[src/rtl/rab_ar_port.sv]
// Read-address port in front of one RAB lookup port: holds one AR, forwards it after
// translation or answers it locally with SLVERR beats. Optional macro: RAB_ERR_PATTERN_EN.
module rab_ar_port #(
    parameter int unsigned C_AXI_ID_WIDTH   = 8,
    parameter int unsigned C_AXI_DATA_WIDTH = 64
) (
    input  logic                        s_axi_aclk,
    input  logic                        s_axi_areset,
    input  logic [31:0]                 s_axi_araddr,
    input  logic [C_AXI_ID_WIDTH-1:0]   s_axi_arid,
    input  logic [7:0]                  s_axi_arlen,
    input  logic [2:0]                  s_axi_arsize,
    input  logic                        s_axi_arvalid,
    output logic                        s_axi_arready,
    output logic [C_AXI_DATA_WIDTH-1:0] s_axi_rdata,
    output logic [C_AXI_ID_WIDTH-1:0]   s_axi_rid,
    output logic [1:0]                  s_axi_rresp,
    output logic                        s_axi_rlast,
    output logic                        s_axi_rvalid,
    input  logic                        s_axi_rready,
    output logic [31:0]                 m_axi_araddr,
    output logic [C_AXI_ID_WIDTH-1:0]   m_axi_arid,
    output logic [7:0]                  m_axi_arlen,
    output logic [2:0]                  m_axi_arsize,
    output logic                        m_axi_arvalid,
    input  logic                        m_axi_arready,
    input  logic [C_AXI_DATA_WIDTH-1:0] m_axi_rdata,
    input  logic [C_AXI_ID_WIDTH-1:0]   m_axi_rid,
    input  logic [1:0]                  m_axi_rresp,
    input  logic                        m_axi_rlast,
    input  logic                        m_axi_rvalid,
    output logic                        m_axi_rready,
    output logic [31:0]                 rab_addr,
    output logic [C_AXI_ID_WIDTH-1:0]   rab_id,
    output logic [7:0]                  rab_len,
    output logic [2:0]                  rab_size,
    output logic                        rab_addr_valid,
    output logic                        rab_type,
    output logic                        rab_sent,
    input  logic [31:0]                 rab_out_addr,
    input  logic                        rab_accept,
    input  logic                        rab_drop
);

    localparam logic [1:0] StIdle   = 2'd0;
    localparam logic [1:0] StLookup = 2'd1;
    localparam logic [1:0] StFwd    = 2'd2;
    localparam logic [1:0] StErr    = 2'd3;

`ifdef RAB_ERR_PATTERN_EN
    localparam logic [C_AXI_DATA_WIDTH-1:0] ErrData = {(C_AXI_DATA_WIDTH/32){32'hBADCAB1E}};
`else
    localparam logic [C_AXI_DATA_WIDTH-1:0] ErrData = '0;
`endif

    logic [1:0]                state_q, state_d;
    logic [31:0]               addr_q, addr_d;
    logic [C_AXI_ID_WIDTH-1:0] id_q, id_d;
    logic [7:0]                len_q, len_d;
    logic [2:0]                size_q, size_d;
    logic [31:0]               out_addr_q, out_addr_d;
    logic [7:0]                beat_cnt_q, beat_cnt_d;
    logic                      m_burst_q, m_burst_d;
    logic                      err_active;

    // Error beats only once the downstream burst in flight has drained.
    assign err_active = (state_q == StErr) && !m_burst_q;

    always_comb begin
        state_d    = state_q;
        addr_d     = addr_q;
        id_d       = id_q;
        len_d      = len_q;
        size_d     = size_q;
        out_addr_d = out_addr_q;
        beat_cnt_d = beat_cnt_q;
        m_burst_d  = m_burst_q;

        if (m_axi_rvalid && m_axi_rready) begin
            m_burst_d = !m_axi_rlast;
        end

        case (state_q)
            StIdle: begin
                if (s_axi_arvalid) begin
                    addr_d  = s_axi_araddr;
                    id_d    = s_axi_arid;
                    len_d   = s_axi_arlen;
                    size_d  = s_axi_arsize;
                    state_d = StLookup;
                end
            end
            StLookup: begin
                if (rab_accept) begin
                    out_addr_d = rab_out_addr;
                    state_d    = StFwd;
                end else if (rab_drop) begin
                    beat_cnt_d = len_q;
                    state_d    = StErr;
                end
            end
            StFwd: begin
                if (m_axi_arready) begin
                    state_d = StIdle;
                end
            end
            default: begin
                if (err_active && s_axi_rready) begin
                    if (beat_cnt_q == 8'd0) begin
                        state_d = StIdle;
                    end else begin
                        beat_cnt_d = beat_cnt_q - 8'd1;
                    end
                end
            end
        endcase
    end

    always_ff @(posedge s_axi_aclk or posedge s_axi_areset) begin
        if (s_axi_areset) begin
            state_q    <= StIdle;
            addr_q     <= '0;
            id_q       <= '0;
            len_q      <= '0;
            size_q     <= '0;
            out_addr_q <= '0;
            beat_cnt_q <= '0;
            m_burst_q  <= 1'b0;
        end else begin
            state_q    <= state_d;
            addr_q     <= addr_d;
            id_q       <= id_d;
            len_q      <= len_d;
            size_q     <= size_d;
            out_addr_q <= out_addr_d;
            beat_cnt_q <= beat_cnt_d;
            m_burst_q  <= m_burst_d;
        end
    end

    always_comb begin
        s_axi_arready  = (state_q == StIdle) && !s_axi_areset;
        rab_addr       = addr_q;
        rab_id         = id_q;
        rab_len        = len_q;
        rab_size       = size_q;
        rab_addr_valid = (state_q == StLookup);
        rab_type       = 1'b0;
        m_axi_araddr   = out_addr_q;
        m_axi_arid     = id_q;
        m_axi_arlen    = len_q;
        m_axi_arsize   = size_q;
        m_axi_arvalid  = (state_q == StFwd);
        rab_sent       = (state_q == StFwd) && m_axi_arready;

        if (err_active) begin
            s_axi_rdata  = ErrData;
            s_axi_rid    = id_q;
            s_axi_rresp  = 2'b10;
            s_axi_rlast  = (beat_cnt_q == 8'd0);
            s_axi_rvalid = 1'b1;
            m_axi_rready = 1'b0;
        end else begin
            s_axi_rdata  = m_axi_rdata;
            s_axi_rid    = m_axi_rid;
            s_axi_rresp  = m_axi_rresp;
            s_axi_rlast  = m_axi_rlast;
            s_axi_rvalid = m_axi_rvalid;
            m_axi_rready = s_axi_rready;
        end
    end

endmodule

[config.mk]
export PLATFORM = sky130hd
export DESIGN_NAME = rab_ar_port
export DESIGN_NICKNAME = d
export VERILOG_FILES = /design/src/rtl/rab_ar_port.sv
export SDC_FILE = /design/constraint.sdc
export NUM_CORES = 1
export LEC_CHECK = 0
export CORE_AREA = 2 2 136 138
export CTS_CLUSTER_DIAMETER = 30
export DETAILED_ROUTE_END_ITERATION = 12
export DIE_AREA = 0 0 138 140
export PLACE_DENSITY_LB_ADDON = 0.12
export RECOVER_POWER = 25
export SLEW_MARGIN = 20
export SYNTH_ARGS = -nofsm -noshare
export SYNTH_HDL_FRONTEND = slang
export SYNTH_SLANG_ARGS = --single-unit
[constraint.sdc]
create_clock -name s_axi_aclk -period 5.3 [get_ports s_axi_aclk]
set_input_delay 1.06 -clock s_axi_aclk [delete_from_list [all_inputs] [get_ports s_axi_aclk]]
set_output_delay 1.06 -clock s_axi_aclk [all_outputs]
set_load 0.1 [all_outputs]
After elaboration in Yosys (flattened, before gate mapping)
Index checks and enable logic that the tools add are counted.
- output and inout bits: 184
- register bits: 94
- memories: 0
- ROM bits: 0
- bits of input ports: 166
- RAM bits: 0
- bits in latches: 0
- logic and storage cells: 55
- mux-type cells: 18
- equal/unequal tests: 9
- $add $sub $neg: 1
- order comparisons: 0
- shifts and indexed selects: 0
- bitwise operators: 1
- $mul: 0
- reductions and logical operators: 18
- divide/modulo/power cells: 0
- operator list (cell ; number):
    64-bit 2-to-1 mux ; 1
    8-bit 2-to-1 mux ; 5
    8-bit one-hot mux with 2 select lines ; 1
    2-bit 2-to-1 mux ; 7
    5-bit AND reduction ; 2
    8-bit logical NOT ; 1
    4-bit nonzero test ; 2
    8-bit by 1-bit subtractor with 8-bit output, second input constant ; 1
    2-bit != test, second input constant ; 3
    2-bit one-hot mux with 3 select lines ; 1
    1-bit logical AND ; 5
    2-bit == test, second input constant ; 2
    2-bit by 1-bit != test with 1-bit output, second input constant ; 2
    2-bit AND reduction ; 2
    1-bit logical NOT ; 3
    1-bit 2-to-1 mux ; 3
    3-bit by 1-bit != test with 1-bit output, second input constant ; 1
    2-bit by 1-bit == test with 1-bit output, second input constant ; 1
    2-bit logical NOT ; 1
    2-bit nonzero test ; 1
    2-bit OR reduction ; 1
    1-bit NOT ; 1

Depth between registers and ports, before layout
Gate-level depths: netlist of run 1.
- depth in word-level cells: 5
- mapped depth: 8
- gate-level depth less buffers: 6

Worst setup path after synthesis of run 1
No wires, ideal clock.
- path kind: reg-to-output
- start: reg beat_cnt_q[0]
- end: out s_axi_rlast
- cell stages (with the launch flop): 5
- path buffers: 0
- arrival time: 3.366 ns
- setup slack: 0.874 ns
- data required time: 4.240 ns
- path through: dfrtp_1 inv_1 ha_1 or4b_4 o31ai_1
- cells in the longest elaborated chain, start to end: 2
- ends and longest elaborated chain (item ; RTL line ; text):
    from (decl) ; 62 ; logic [7:0] beat_cnt_q, beat_cnt_d;
    from (signal assigned) ; 136 ; beat_cnt_q <= beat_cnt_d;
    8-bit logical NOT ; 160 ; s_axi_rlast = (beat_cnt_q == 8'd0);
    1-bit 2-to-1 mux ; 156 ; if (err_active) begin
    to (decl) ; 18 ; output logic s_axi_rlast,
No other way between the ends.

Worst setup path after layout of run 1
Same ends and word-level chain as after synthesis.

==> reports/results.md, run 1 <==
| Item | Reported | Unit |
| --- | --- | --- |
| Worst Hold Launch | rab_addr[27]$_DFFE_PP0P_ | - |
| Syn. warnings | 0 | - |
| Count of filler cells inserted in the layout | 1,625 | - |
| Crit path required time | 4.24 | ns |
| Vias/cell | 4.35 | - |
| CTS tree | built | - |
| Hold bufs inserted after CTS | 0 | - |
| Final core utilization | 0.476 | - |
| Number of detailed-routing iterations run before antenna repair | 4 | - |
| Final-report setup violation count | 0 | - |
| Category of the worst setup path capture point | primary output | - |
| Met3 global-route usage | 0.0496 | - |
| Final count of pins violating max slew | 106 | - |
| Failing checks | max-capacitance violations, max-slew violations | - |
| Hold violation total from the final report | 0 | - |
| Antenna Cells | 0 | - |
| Total of flip-flops plus latches after synthesis | 94 | - |
| Net total in the final layout | 873 | - |
| Area of the mapped netlist | 4590 | um2 |
| Die outline area | 19,300 | um2 |
| WP data arrival | 2.95 | ns |
| Nature of the critical path startpoint | flop | - |
| DRC violations left | 0 | - |
| CTS clk-pin slew, worst paths | 0.07 | ns |
| GRT Residual Overflow | 0 | - |
| Worst relative slew slack | -0.917 | - |
| Dominant register cell in the synthesized netlist | dfrtp_1 | - |
| Max-cap violations | 2 | - |
| Average size of a mapped cell | 12.1 | um2 |
| Starting DRT DRC Count | 75 | - |
| Startpoint of the worst-slack reg-to-reg timing path | state_q[1]$_DFFE_PP0P_ | - |
| Slew @ Worst Pin | 2.88 | ns |
| Number of synthesized flops with an enable pin | 0 | - |
| Htree depth | 3 | - |
| Number of nets still failing antenna checks after routing | 0 | - |
| Gr busiest metal | met2 | - |
| Core area | 17,800 | um2 |
| Crit-path max FO | 4 | - |
| Final wirelength | 15,600 | um |
| Clock sink count | 94 | - |
| Maximum clock frequency | 0.250 | GHz |
| Number of buffer and inverter stages on the critical path | 2 | - |
| Setup repair after global routing missed its margin | false | - |
| Met2 demand-to-capacity share in global routing | 0.291 | - |
| Worst setup path category | flop to primary output | - |
| Origin of the worst setup path | beat_cnt_q[0]$_DFFE_PP0P_ | - |
| Total routing usage reported by global routing | 0.158 | - |
| Worst hold-check slack | 0.488 | ns |
| Post-layout worst setup margin | 1.29 | ns |
| Total number of vias | 4,067 | - |
| Cell-by-cell trace of the critical path | inv_1, ha_1, or4b_4, o31ai_1, clkdlybuf4s50_1 | - |
| Cell count after synthesis | 379 | - |
| Resize count post-CTS | 0 | - |
| Initial antenna violation count | 0 | - |
| Via count of the first global-routing pass | 4,368 | - |
| Netlist cell types | 36 | - |
| Worst Clk Skew | 0.00899 | ns |
| CP peak stage delay | 1.18 | ns |
| Share of async-settable or async-resettable flops after synthesis | 1.00 | - |
| First-pass GRT wire length | 23,900 | um |
| Port buffer count | 348 | - |
| Clock Latency Late Sink | 0.34 | ns |
| Slowest stage cell, crit path | clkdlybuf4s50_1 | - |
| Root cell of the clock tree | clkbuf_16 | - |
| Placement row count | 49 | - |
| Sequential element share of the synthesized area | 0.513 | - |
| Overall die width | 138 | um |
| Growth of design area from synthesis to finish | 84.4 | % |
| Number of setup buffers added after CTS | 0 | - |
| Final routed wire length divided by cell count | 16.7 | um |
| Total clock buffers created by CTS | 9 | - |
| Fin Setup TNS | 0 | ns |
| Buffer depth of the longest clock path | 2 | - |
| Gate family responsible for the most delay along the worst path | buffers and inverters | - |
| Type of the worst min-delay path | flop to flop | - |
| Worst slack after detailed placement | 1.29 | ns |
| Period minus WS final | 4.01 | ns |
| Count of boundary I/O pins | 350 | - |
| Global routing usage on met1 | 0.168 | - |
| Post-DP HPWL | 12,300 | um |
| Status | finished, violations left | - |
| Placer's final routability congestion estimate | 0.913 | - |
| Proportion of layout cells with a drive suffix above 1 | 0.0340 | - |
| Die Ht | 140 | um |
| Part of the cycle the worst path needs | 0.756 | - |
| Starting density of the core | 0.258 | - |
| Largest net degree at the start of global routing | 80 | - |
| Post-Synthesis Net Count | 551 | - |
[synth_stat cells (all sizes together), types with 2 or more instances]
library cell | count | area share
and2 | 68 | 0.093
or4 | 2 | 0.0033
buf | 30 | 0.042
ha | 6 | 0.016
nor2 | 8 | 0.0065
inv | 14 | 0.011
nor4 | 2 | 0.0027
nand2b | 4 | 0.0055
nor2b | 2 | 0.0027
a22oi | 4 | 0.0065
dfrtp | 94 | 0.51
a21oi | 12 | 0.013
clkbuf | 10 | 0.0082
nor3 | 3 | 0.0033
mux2 | 92 | 0.23
nand2 | 5 | 0.0041
o22ai | 5 | 0.0068
[sequential cells by signal (all words and copies together) (netlist names)]
register and flops:
m_axi_arid 8, m_burst_q 1, beat_cnt_q 8, rab_addr 32, m_axi_arsize 3, m_axi_arlen 8
state_q 2, m_axi_araddr 32
[cell usage in the layout, fill, tap and decap left out, drive strengths merged, types with 2 or more instances in the layout]
cell             n
clkdlybuf4s50  345
dfrtp           94
mux2            92
and2            68
inv             15
a21oi           12
clkbuf          12
nor2             8
ha               6
o22ai            5
nand2            5
a22oi            4
buf              4
nand2b           4
nor3             3
nor2b            2
nor4             2
or4              2
[layer usage]
metal | part of all wire | routed length [um] | vias to the layer above
li1 | - | - | 1914
met1 | 0.38 | 5950 | 1943
met2 | 0.53 | 8190 | 196
met3 | 0.073 | 1140 | 14
met4 | 0.018 | 286 | 0
met5 | 0 | 0 | -
[area by class of cell]
class | count | area (um2) | area share
Clock inverter | 4 | 55.1 | 0.00651
Clock buffer | 11 | 253 | 0.0299
Inverter | 14 | 52.6 | 0.00621
Timing Repair Buffer | 351 | 3500 | 0.413
Sequential cell | 94 | 2350 | 0.278
Tap cell | 229 | 287 | 0.0339
Multi-Input combinational cell | 231 | 1960 | 0.232
[metrics by stage]
stage          instance area [um2]  cells
3_3_place_gp                  8150    919
2_1_floorplan                 4590    379
3_5_place_dp                  8150    919
5_1_grt                       8460    934
4_1_cts                       8460    934
6_report                      8460    934
[final timing paths]
path                                                 to  slack (ns)  cells past startpoint
max                                         s_axi_rlast        1.29                      5
min                            rab_addr[27]$_DFFE_PP0P_        0.49                      1
max reg2reg                m_axi_araddr[13]$_DFFE_PP0N_        2.36                      5
min reg2reg                    rab_addr[27]$_DFFE_PP0P_        0.49                      1
max in group asynchronous  m_axi_araddr[18]$_DFFE_PP0N_        1.41                      2
min in group asynchronous         m_burst_q$_DFFE_PP0P_        2.21                      2
[worst register-to-register path, cell delays in order, from the launching register on]
cell and delay, ns:
dfrtp_1 0.39, inv_1 0.09, ha_1 0.48, nand2_1 0.16
clkbuf_1 1.29, mux2_1 0.41
[logic make-up after synthesis]
kind of cell,count (synthesis),share of synthesized area
mux,93,0.228
simple gates,100,0.132
flops,94,0.513
other cells,1,0.000817
compound gates,31,0.0491
buf+inv,54,0.0614
fa+ha+maj,6,0.0164
Power of run 1 is left out: the tool's default activity adds up to more than one toggle a clock period on the data nets, which glitch-free logic cannot reach.
==> inputs of run 2 (changes only) <==
Settings changed: CORE_AREA 2 2 136 138 to 2 2 134 136, DIE_AREA 0 0 138 140 to 0 0 136 138.
Clock period 5.3 ns to 3.95 ns, I/O delays scaled along.
==> run 2 against run 1 <==
The run still ends with max-capacitance violations, max-slew violations left. Sequential share of layout area up 0.60 points. Register-to-register slack got worse by 1.1 ns. Die area is 2.9% lower. Cell area down 2.1%. First-iteration DRC count is 48% higher. Clock-buffer cell count stayed put. Setup slack got worse by 0.29 ns. Non-clock buffer count up 2. Global-route usage up 0.44 points. Critical path type is now input port to async pin. Largest cell class unchanged.
==> reports/results.md, run 2 (synthesis gave the netlist of run 1 again) <==
| Item | Reported | Unit | Change |
| --- | --- | --- | --- |
| Status | finished, violations left | - |  |
| Failing checks | max-capacitance violations, max-slew violations | - |  |
| Final Instance Area | 8280 | um2 | -2.1% |
| Final count of pins violating max slew | 47 | - | -56% |
| Nature of the critical path startpoint | input port | - |  |
| Hold violation total from the final report | 0 | - | unchanged |
| Part of the cycle the worst path needs | 0.747 | - |  |
| Worst Clk Skew | 0.0122 | ns | +0.00318 ns |
| Worst slack after detailed placement | 1.03 | ns | -0.258 ns |
| CTS clk-pin slew, worst paths | 0.06 | ns | about the same |
| Max-cap violations | 1 | - | -1 |
| Resize count post-CTS | 0 | - | unchanged |
| Hold bufs inserted after CTS | 0 | - | unchanged |
| Htree depth | 3 | - | unchanged |
| Total routing usage reported by global routing | 0.162 | - | +0.00438 |
| Placed inst area | 7980 | um2 | -2.2% |
| Clock Latency Late Sink | 0.35 | ns | about the same |
| Reg-to-reg slack, setup | 1.27 | ns | -1.09 ns |
| Number of setup buffers added after CTS | 0 | - | unchanged |
| Crit path required time | 4.35 | ns | +0.11 ns |
| Count of boundary I/O pins | 350 | - | unchanged |
| Worst relative slew slack | -0.380 | - | +0.537 |
| Post-DP HPWL | 12,700 | um | +3.0% |
| Port buffer count | 348 | - | unchanged |
| Total number of vias | 4,106 | - | +0.96% |
| Largest net degree at the start of global routing | 80 | - | unchanged |
| Number of detailed-routing iterations run before antenna repair | 4 | - | unchanged |
| Overall die width | 136 | um | -1.4% |
| Post-layout worst setup margin | 0.998 | ns | -0.295 ns |
| CTS tree | built | - |  |
| Placement row count | 49 | - | unchanged |
| Starting DRT DRC Count | 111 | - | +48% |
| Buffer depth of the longest clock path | 2 | - | unchanged |
| Initial antenna violation count | 0 | - | unchanged |
| Die outline area | 18,800 | um2 | -2.9% |
| Type of the worst min-delay path | flop to flop | - |  |
| Placer's final routability congestion estimate | 0.768 | - | -16% |
| Via count of the first global-routing pass | 4,242 | - | -2.9% |
| Clock sink count | 94 | - | unchanged |
| Fin Setup TNS | 0 | ns | unchanged |
| Maximum clock frequency | 0.339 | GHz |  |
| Core area | 17,500 | um2 | -1.4% |
| Root cell of the clock tree | clkbuf_16 | - |  |
| Crit-path max FO | 46 | - | +42 |
| Setup repair after global routing missed its margin | false | - |  |
| First-pass GRT wire length | 23,500 | um | -2.0% |
| Starting density of the core | 0.262 | - | +0.00361 |
| Net total in the final layout | 875 | - | +0.23% |
| Cell-by-cell trace of the critical path | dlygate4sd3_1, clkinvlp_2, clkbuf_2 | - |  |
| Slowest stage cell, crit path | clkinvlp_2 | - |  |
| Vias/cell | 4.38 | - | +0.64% |
| Growth of design area from synthesis to finish | 80.5 | % |  |
| Number of nets still failing antenna checks after routing | 0 | - | unchanged |
| Die Ht | 138 | um | -1.4% |
| Final routed wire length divided by cell count | 16.9 | um | +1.1% |
| WP data arrival | 3.35 | ns | +0.40 ns |
| Most common cell after layout, fill and taps aside | clkdlybuf4s50_1 | - |  |
| Worst setup path category | input port to async pin | - |  |
| GRT Residual Overflow | 0 | - | unchanged |
| Category of the worst setup path capture point | async pin | - |  |
| Final-report setup violation count | 0 | - | unchanged |
| Period minus WS final | 2.95 | ns |  |
| CP peak stage delay | 1.18 | ns | about the same |
| Final core utilization | 0.472 | - | -0.00348 |
| Proportion of layout cells with a drive suffix above 1 | 0.153 | - | +0.118 |
| Slew @ Worst Pin | 2.06 | ns | -0.817 ns |
| Total clock buffers created by CTS | 9 | - | unchanged |
| DRC violations left | 0 | - | unchanged |
| Antenna Cells | 0 | - | unchanged |
| Final wirelength | 15,800 | um | +1.5% |
| Most frequent cells in the layout | 266 x clkdlybuf4s50_1, 94 x dfrtp_1, 92 x mux2_1 | - |  |
-- run 2: changes by cell type in the layout (fill, tap and decap cells not counted), sizes merged --
cell,previous run,this run
buf,4,84
clkbuf,12,13
clkdlybuf4s50,345,266
clkinv,1,2
-- run 2: layer usage --
layer  GRT usage  vias up  share of wire
met5           0        -              0
met4      0.0488        0          0.013
met3      0.0484       14          0.094
met2       0.306      196           0.53
met1       0.171     1976           0.36
li1            -     1920              -
-- run 2: through the flow --
stage	cells	hold slack [ns]
after floorplan	379	0.502
after global placement	921	0.473
after detailed placement	921	0.480
after CTS	937	0.495
after global routing	937	0.505
final	937	0.488
-- run 2: critical path: cells and delay by family --
kind                   cells  cell delay, ns
buffers and inverters      3            2.51
-- run 2: layout make-up --
class | count | area [um2]
Timing Repair Buffer | 353 | 3310
Fill cell | 1640 | 9250
Inverter | 14 | 53.8
Multi-Input combinational cell | 231 | 1970
Clock inverter | 5 | 65.1
Tap cell | 229 | 287
Sequential cell | 94 | 2350
Clock buffer | 11 | 243
-- run 2: path summary, 6_finish.rpt --
kind                                         startpoint  depth (start not counted)                           end
min reg2reg                m_axi_araddr[30]$_DFFE_PP0N_                          1  m_axi_araddr[30]$_DFFE_PP0N_
max reg2reg                      state_q[1]$_DFFE_PP0P_                          6     beat_cnt_q[7]$_DFFE_PP0P_
min in group asynchronous                  s_axi_areset                          2        state_q[0]$_DFFE_PP0P_
max                                        s_axi_areset                          3  m_axi_araddr[17]$_DFFE_PP0N_
min                        m_axi_araddr[30]$_DFFE_PP0N_                          1  m_axi_araddr[30]$_DFFE_PP0N_
max in group s_axi_aclk          state_q[0]$_DFFE_PP0P_                          4                  s_axi_rid[1]
Power of run 2 is left out for the same reason.
